### src/rtl/segled_shift_ctrl.sv
// Sequencer for the serial seven-segment chain: encodes 8 hex digits (with
// dot/blank masks) into a 64-bit frame and shifts it out MSB first, with a
// one-entry pending buffer so the core may request updates at any time.
module segled_shift_ctrl #(
  parameter int unsigned DIV             = 2,
  parameter int unsigned INIT_CLR_CYCLES = 4
) (
  input  logic        clk,
  input  logic        reset,
  input  logic [31:0] data,
  input  logic [7:0]  dot_en,
  input  logic [7:0]  blank,
  input  logic        load,
  output logic        busy,
  output logic        done,
  output logic        SEGLED_CLK,
  output logic        SEGLED_DO,
  output logic        SEGLED_PEN,
  output logic        SEGLED_CLR
);

  localparam int unsigned DW = (DIV > 1) ? $clog2(DIV) : 1;
  localparam int unsigned IW = (INIT_CLR_CYCLES > 1) ? $clog2(INIT_CLR_CYCLES) : 1;

  typedef enum logic [1:0] {
    S_INIT,
    S_IDLE,
    S_SHIFT,
    S_DONE
  } state_t;

  state_t        state_q, state_d;
  logic [DW-1:0] div_q, div_d;
  logic          phase_q, phase_d;
  logic [5:0]    bit_q, bit_d;
  logic [63:0]   frame_q, frame_d;
  logic [IW-1:0] init_q, init_d;
  logic          pend_q, pend_d;
  logic [31:0]   pdata_q, pdata_d;
  logic [7:0]    pdot_q, pdot_d;
  logic [7:0]    pblank_q, pblank_d;

  logic          take_load;
  logic          take_pend;

  // Active-low segment byte {p,g,f,e,d,c,b,a} for one digit.
  function automatic logic [7:0] seg_byte(input logic [3:0] h, input logic dp,
                                          input logic blk);
    logic [7:0] s;
    case (h)
      4'h0: s = 8'hC0;
      4'h1: s = 8'hF9;
      4'h2: s = 8'hA4;
      4'h3: s = 8'hB0;
      4'h4: s = 8'h99;
      4'h5: s = 8'h92;
      4'h6: s = 8'h82;
      4'h7: s = 8'hF8;
      4'h8: s = 8'h80;
      4'h9: s = 8'h90;
      4'hA: s = 8'h88;
      4'hB: s = 8'h83;
      4'hC: s = 8'hC6;
      4'hD: s = 8'hA1;
      4'hE: s = 8'h86;
      default: s = 8'h8E;
    endcase
    if (dp) s[7] = 1'b0;
    if (blk) s = '1;
    return s;
  endfunction

  // Full frame, byte7 in the top bits so it leaves first.
  function automatic logic [63:0] encode(input logic [31:0] d, input logic [7:0] dp,
                                         input logic [7:0] blk);
    logic [63:0] f;
    f = '0;
    for (int unsigned i = 0; i < 8; i++) begin
      f[i*8 +: 8] = seg_byte(d[i*4 +: 4], dp[i], blk[i]);
    end
    return f;
  endfunction

  // State and datapath registers; reset discards any partial frame and pending entry.
  always_ff @(posedge clk or posedge reset) begin
    if (reset) begin
      state_q  <= S_INIT;
      div_q    <= '0;
      phase_q  <= 1'b0;
      bit_q    <= '0;
      frame_q  <= '0;
      init_q   <= '0;
      pend_q   <= 1'b0;
      pdata_q  <= '0;
      pdot_q   <= '0;
      pblank_q <= '0;
    end else begin
      state_q  <= state_d;
      div_q    <= div_d;
      phase_q  <= phase_d;
      bit_q    <= bit_d;
      frame_q  <= frame_d;
      init_q   <= init_d;
      pend_q   <= pend_d;
      pdata_q  <= pdata_d;
      pdot_q   <= pdot_d;
      pblank_q <= pblank_d;
    end
  end

  // Next-state logic: init hold, frame start, bit/phase sequencing, pending buffer.
  always_comb begin
    state_d   = state_q;
    div_d     = div_q;
    phase_d   = phase_q;
    bit_d     = bit_q;
    frame_d   = frame_q;
    init_d    = init_q;
    pend_d    = pend_q;
    pdata_d   = pdata_q;
    pdot_d    = pdot_q;
    pblank_d  = pblank_q;
    take_load = 1'b0;
    take_pend = 1'b0;

    case (state_q)
      S_INIT: begin
        if (init_q == IW'(INIT_CLR_CYCLES - 1)) begin
          state_d = S_IDLE;
        end else begin
          init_d = init_q + IW'(1);
        end
      end
      S_IDLE: begin
        if (load) begin
          take_load = 1'b1;
        end else if (pend_q) begin
          take_pend = 1'b1;
        end else begin
          state_d = S_IDLE;
        end
      end
      S_SHIFT: begin
        if (div_q == DW'(DIV - 1)) begin
          div_d = '0;
          if (phase_q) begin
            phase_d = 1'b0;
            frame_d = {frame_q[62:0], 1'b0};
            if (bit_q == 6'd63) begin
              state_d = S_DONE;
              bit_d   = '0;
            end else begin
              bit_d = bit_q + 6'd1;
            end
          end else begin
            phase_d = 1'b1;
          end
        end else begin
          div_d = div_q + DW'(1);
        end
      end
      default: begin
        // DONE chains straight into a queued frame so busy returns the next cycle;
        // a load arriving in this same cycle becomes the new pending entry.
        if (pend_q) begin
          take_pend = 1'b1;
        end else begin
          state_d = S_IDLE;
        end
      end
    endcase

    if (take_load || take_pend) begin
      state_d = S_SHIFT;
      div_d   = '0;
      phase_d = 1'b0;
      bit_d   = '0;
      frame_d = take_load ? encode(data, dot_en, blank)
                          : encode(pdata_q, pdot_q, pblank_q);
    end

    if (load && !take_load) begin
      pend_d   = 1'b1;
      pdata_d  = data;
      pdot_d   = dot_en;
      pblank_d = blank;
    end else if (take_pend) begin
      pend_d = 1'b0;
    end
  end

  // Outputs decode directly from registered state, so reset forces them low at once.
  always_comb begin
    busy       = (state_q == S_SHIFT);
    done       = (state_q == S_DONE);
    SEGLED_CLK = (state_q == S_SHIFT) && phase_q;
    SEGLED_DO  = (state_q == S_SHIFT) && frame_q[63];
    SEGLED_PEN = (state_q == S_IDLE) || (state_q == S_DONE);
    SEGLED_CLR = (state_q != S_INIT);
  end

endmodule

### config.mk
export PLATFORM = sky130hd
export DESIGN_NAME = segled_shift_ctrl
export DESIGN_NICKNAME = d
export VERILOG_FILES = /design/src/rtl/segled_shift_ctrl.sv
export SDC_FILE = /design/constraint.sdc
export NUM_CORES = 1
export LEC_CHECK = 0
export BUFFER_PORTS_ARGS = -buffer_cell sky130_fd_sc_hd__clkbuf_2
export CORE_UTILIZATION = 45
export CTS_BUF_LIST = sky130_fd_sc_hd__clkbuf_8
export DETAILED_ROUTE_END_ITERATION = 16
export PLACE_DENSITY = 0.74
export SETUP_SLACK_MARGIN = 0.2
export SLEW_MARGIN = 25
export SYNTH_ARGS = -nofsm -noshare
export SYNTH_HDL_FRONTEND = slang
export SYNTH_SLANG_ARGS = --single-unit
### constraint.sdc
create_clock -name clk -period 11.9 [get_ports clk]
set_input_delay 2.38 -clock clk [delete_from_list [all_inputs] [get_ports clk]]
set_output_delay 2.38 -clock clk [all_outputs]
set_load 0.03 [all_outputs]
==> metrics.md <==
| Metric | Value |
|---|---|
| Number of DRC markers in iteration 0 | `between 500 and 600` |
| Parity-gate share of the synthesized area counting xor and xnor cells | `0.0121` |
| RSZ-0062 raised after global routing | `false` |
| Area of the mapped netlist | `between 10000 and 15000 µm²` |
| Hold-fix buffers, CTS | `0` |
| Nets@finish | `around 1200` |
| HPWL reported at the end of detailed placement | `between 15 and 20 mm` |
| Outcome | `finished, violations left` |
| CTS root buffer | `clkbuf_8` |
| Port Buffers | `between 50 and 60` |
| Most instantiated flip-flop cell in the synthesis netlist | `dfrtp_1` |
| Reg2Reg Setup Slack | `a little over 9 ns` |
| Total routing resource utilization after global routing | `0.214` |
| Final Hold Fails | `0` |
| Wire per inst | `approximately 17 µm` |
| Crit Path Category | `reg -> out` |
| Total wire length after detailed routing | `between 20 and 25 mm` |
| Die Area | `about 23000 µm²` |
| Via count of the routed design | `8398` |
| Layout cell share with drive strength beyond 1 | `0.185` |
| Dominant delay contributor by cell family on the critical path | `simple AND/OR/NAND/NOR gates` |
| Type of the most critical hold path | `reg -> reg` |
| Adder and majority cell fraction of the synthesized area | `0.121` |
| Grt ovf | `0` |
| List of cells traversed by the critical path | `nor2b_1 -> and2_1 -> clkbuf_2` |
| X dimension of the die | `~150 µm` |
| Leakage component of the power | `roughly 4.7 nW` |
| Last weighted congestion value of the routability-driven placer | `~0.84` |
| Longest individual stage delay on the worst path | `between 0.6 and 0.7 ns` |
| # clock sinks | `about 130` |
| Die height | `152 µm` |
| Number of optimization iterations in the first detailed-route pass | `11` |
| Sum of negative setup slack | `0 ns` |
| Transition time of the tightest slew-check pin | `roughly 0.73 ns` |
| Worst-path fanout max | `13` |
| CP endpoint kind | `output port` |
| Later-pin clock latency in the skew report | `approximately 0.45 ns` |
| Sequential area share after synthesis | `0.307` |
| Number of instances resized during post-cts repair | `0` |
| Reported max-cap violation count | `0` |
| Filler instances | `approximately 2000` |
| Fmax | `0.223 GHz` |
| Post-synthesis area per instance | `between 9 and 10 µm²` |
| Number of synthesized register bits | `125` |
| Area share of the largest cell type after synthesis | `0.307` |
| Largest clock skew in the final design | `0.0129 ns` |
| Pin count of the biggest net entering global routing | `a little under 80` |
| Area of combinational cells with multiple inputs | `roughly 6300 µm²` |
| Top cell type by total area after synthesis | `dfrtp_1` |
| Clock-pin transition on the worst setup and hold timing paths | `approximately 0.07 ns` |
| Synth Area in Compound Gates | `0.226` |
| DRC violations left | `1` |
| Worst setup SP type | `flip-flop` |
| Final antenna diode count | `0` |
| Global-route wire length before repair | `around 40 mm` |
| Part of the cycle the worst path needs | `0.376` |
| Slowest cell on crit path | `dfrtp_1` |
| Worst hold-check slack | `~0.48 ns` |
| IR drop worst, VDD | `around 0.00009 V` |
| Required time at the worst-slack endpoint | `approximately 9.5 ns` |
| Top area cells in the synthesized netlist | `dfrtp_1 31%, ha_1 12%, mux2_2 6.4%` |
| Total buffers and inverters traversed by the critical path | `1` |
| Row Count | `54` |
| Storage element area | `~3100 µm²` |
| Deepest level of the CTS H-tree | `4` |
| Mapped Nets | `about 1200` |
| DR vias/cell | `6.07` |
| Number of antenna violations at the first check in global routing | `0` |
| Maximum clock path buffer count | `2` |
| Post-synth EDFFs | `0` |
| P&R area growth vs syn | `6.27%` |
| Main combinational cell family by area after synthesis | `compound AO/OA/AOI/OAI gates` |
| Share of flip-flops with an asynchronous set or reset | `1.00` |
| Unique cell type count in the Yosys netlist | `67` |
| Violated checks | `DRC` |
| Final slew viol count | `0` |
| Utilization of the core after routing | `0.491` |
| TritonCTS clock tree | `yes` |
| Synthesized-area fraction occupied by and/or/nand/nor cells | `0.133` |
| Synthesis warning total | `0` |
| Antenna Nets Post-Route | `0` |
| Arrival time reported for the critical path endpoint | `approximately 2.1 ns` |
| Number of top-level design ports | `57` |
| Number of standard cells after synthesis | `~1100` |
| Share of cell area taken by muxes after synthesis | `0.127` |
| Final number of setup-violating endpoints | `0` |
| Worst slew margin | `0.513` |
| TritonCTS buffer count | `17` |
| Number of buffers inserted to repair setup after CTS | `0` |
| Total power divided by cell area | `221 nW/µm²` |
| Total core area | `around 22000 µm²` |
| Initial core utilization | `0.462` |
| Via count of the first global-routing pass | `8010` |
| Period minus WS final | `between 4 and 5 ns` |
==> through the flow <==
step / area, µm² / setup slack, ns / std cells / power [mW]
2_1_floorplan: 10200 / 6.19 / 1096 / 1.75
3_3_place_gp: 10400 / 7.46 / 1352 / 1.95
3_5_place_dp: 10400 / 7.40 / 1352 / 1.99
4_1_cts: 10800 / 7.43 / 1383 / 2.40
5_1_grt: 10800 / 7.33 / 1383 / 2.58
6_report: 10800 / 7.42 / 1383 / 2.39
==> cell usage after synthesis (all sizes together), types with 24 or more instances <==
master  count
dfrtp     125
o21ai     104
ha         98
inv        75
nor2       67
a21oi      60
mux2       60
buf        56
nand2      48
nor3       44
a31oi      36
clkbuf     31
mux2i      25
nor2b      24
==> placed cells by master (no fill, tap or decap), types with 25 or more instances in the layout <==
cell type and n:
dfrtp_1 125, o21ai_0 102, ha_1 98, inv_1 77
nor2_1 65, a21oi_1 60, mux2_2 58, clkbuf_2 56
nand2_1 47, nor3_1 44, a31oi_1 36, mux2i_1 25
==> power breakdown <==
group	internal (mW)	switching, mW	total, mW	leakage [nW]
sequential	0.612	0.236	0.848	1.48
combinational	0.541	0.607	1.15	3.02
clock	0.225	0.172	0.397	0.225
total	1.38	1.02	2.39	4.73
==> logic make-up (layout without fill, tap and decap cells) <==
| group | count (synthesis) | after routing |
|---|---|---|
| xor gates and xnor gates | 14 | 14 |
| AOI/OAI and AO/OA | 339 | 339 |
| and+or+nand+nor | 257 | 257 |
| buffers and inverters | 162 | 169 |
| muxes | 101 | 101 |
| adders and majority gates | 98 | 98 |
| DFF | 125 | 125 |
==> cell type report <==
type | instances | share of cell area
Clock inverter | 10 | 0.0112
Multi-Input combinational cell | 809 | 0.583
Clock buffer | 21 | 0.0267
Tap cell | 280 | 0.0324
Sequential cell | 125 | 0.289
Timing Repair Buffer | 63 | 0.0311
Inverter | 75 | 0.0263
==> sequential cells by signal, indices dropped and copies added, names as in the netlist <==
name,count
bit_q,6
div_q,1
frame_q,64
init_q,2
pblank_q,8
pdata_q,32
pdot_q,8
pend_q,1
phase_q,1
state_q,2
==> per-layer routing <==
metal / global-route usage / part of all wire / vias to the layer above
li1: - / - / 4007
met1: 0.284 / 0.45 / 4077
met2: 0.338 / 0.46 / 278
met3: 0.0512 / 0.064 / 36
met4: 0.0821 / 0.021 / 0
met5: 0 / 0 / -
==> worst paths after layout <==
check	from	to	cells after the start
worst min register to register	init_q[0]$_DFFE_PP0P_	init_q[0]$_DFFE_PP0P_	1
worst max register to register	state_q[1]$_DFFE_PP0P_	frame_q[14]$_DFFE_PP0P_	5
min in group asynchronous	reset	pdata_q[4]$_DFFE_PP0P_	2
worst max-delay path	state_q[1]$_DFFE_PP0P_	SEGLED_CLK	3
worst min-delay path	init_q[0]$_DFFE_PP0P_	init_q[0]$_DFFE_PP0P_	1
max in group asynchronous	reset	pdot_q[5]$_DFFE_PP0P_	3
No activity file was read; power rests on OpenSTA's default activity.
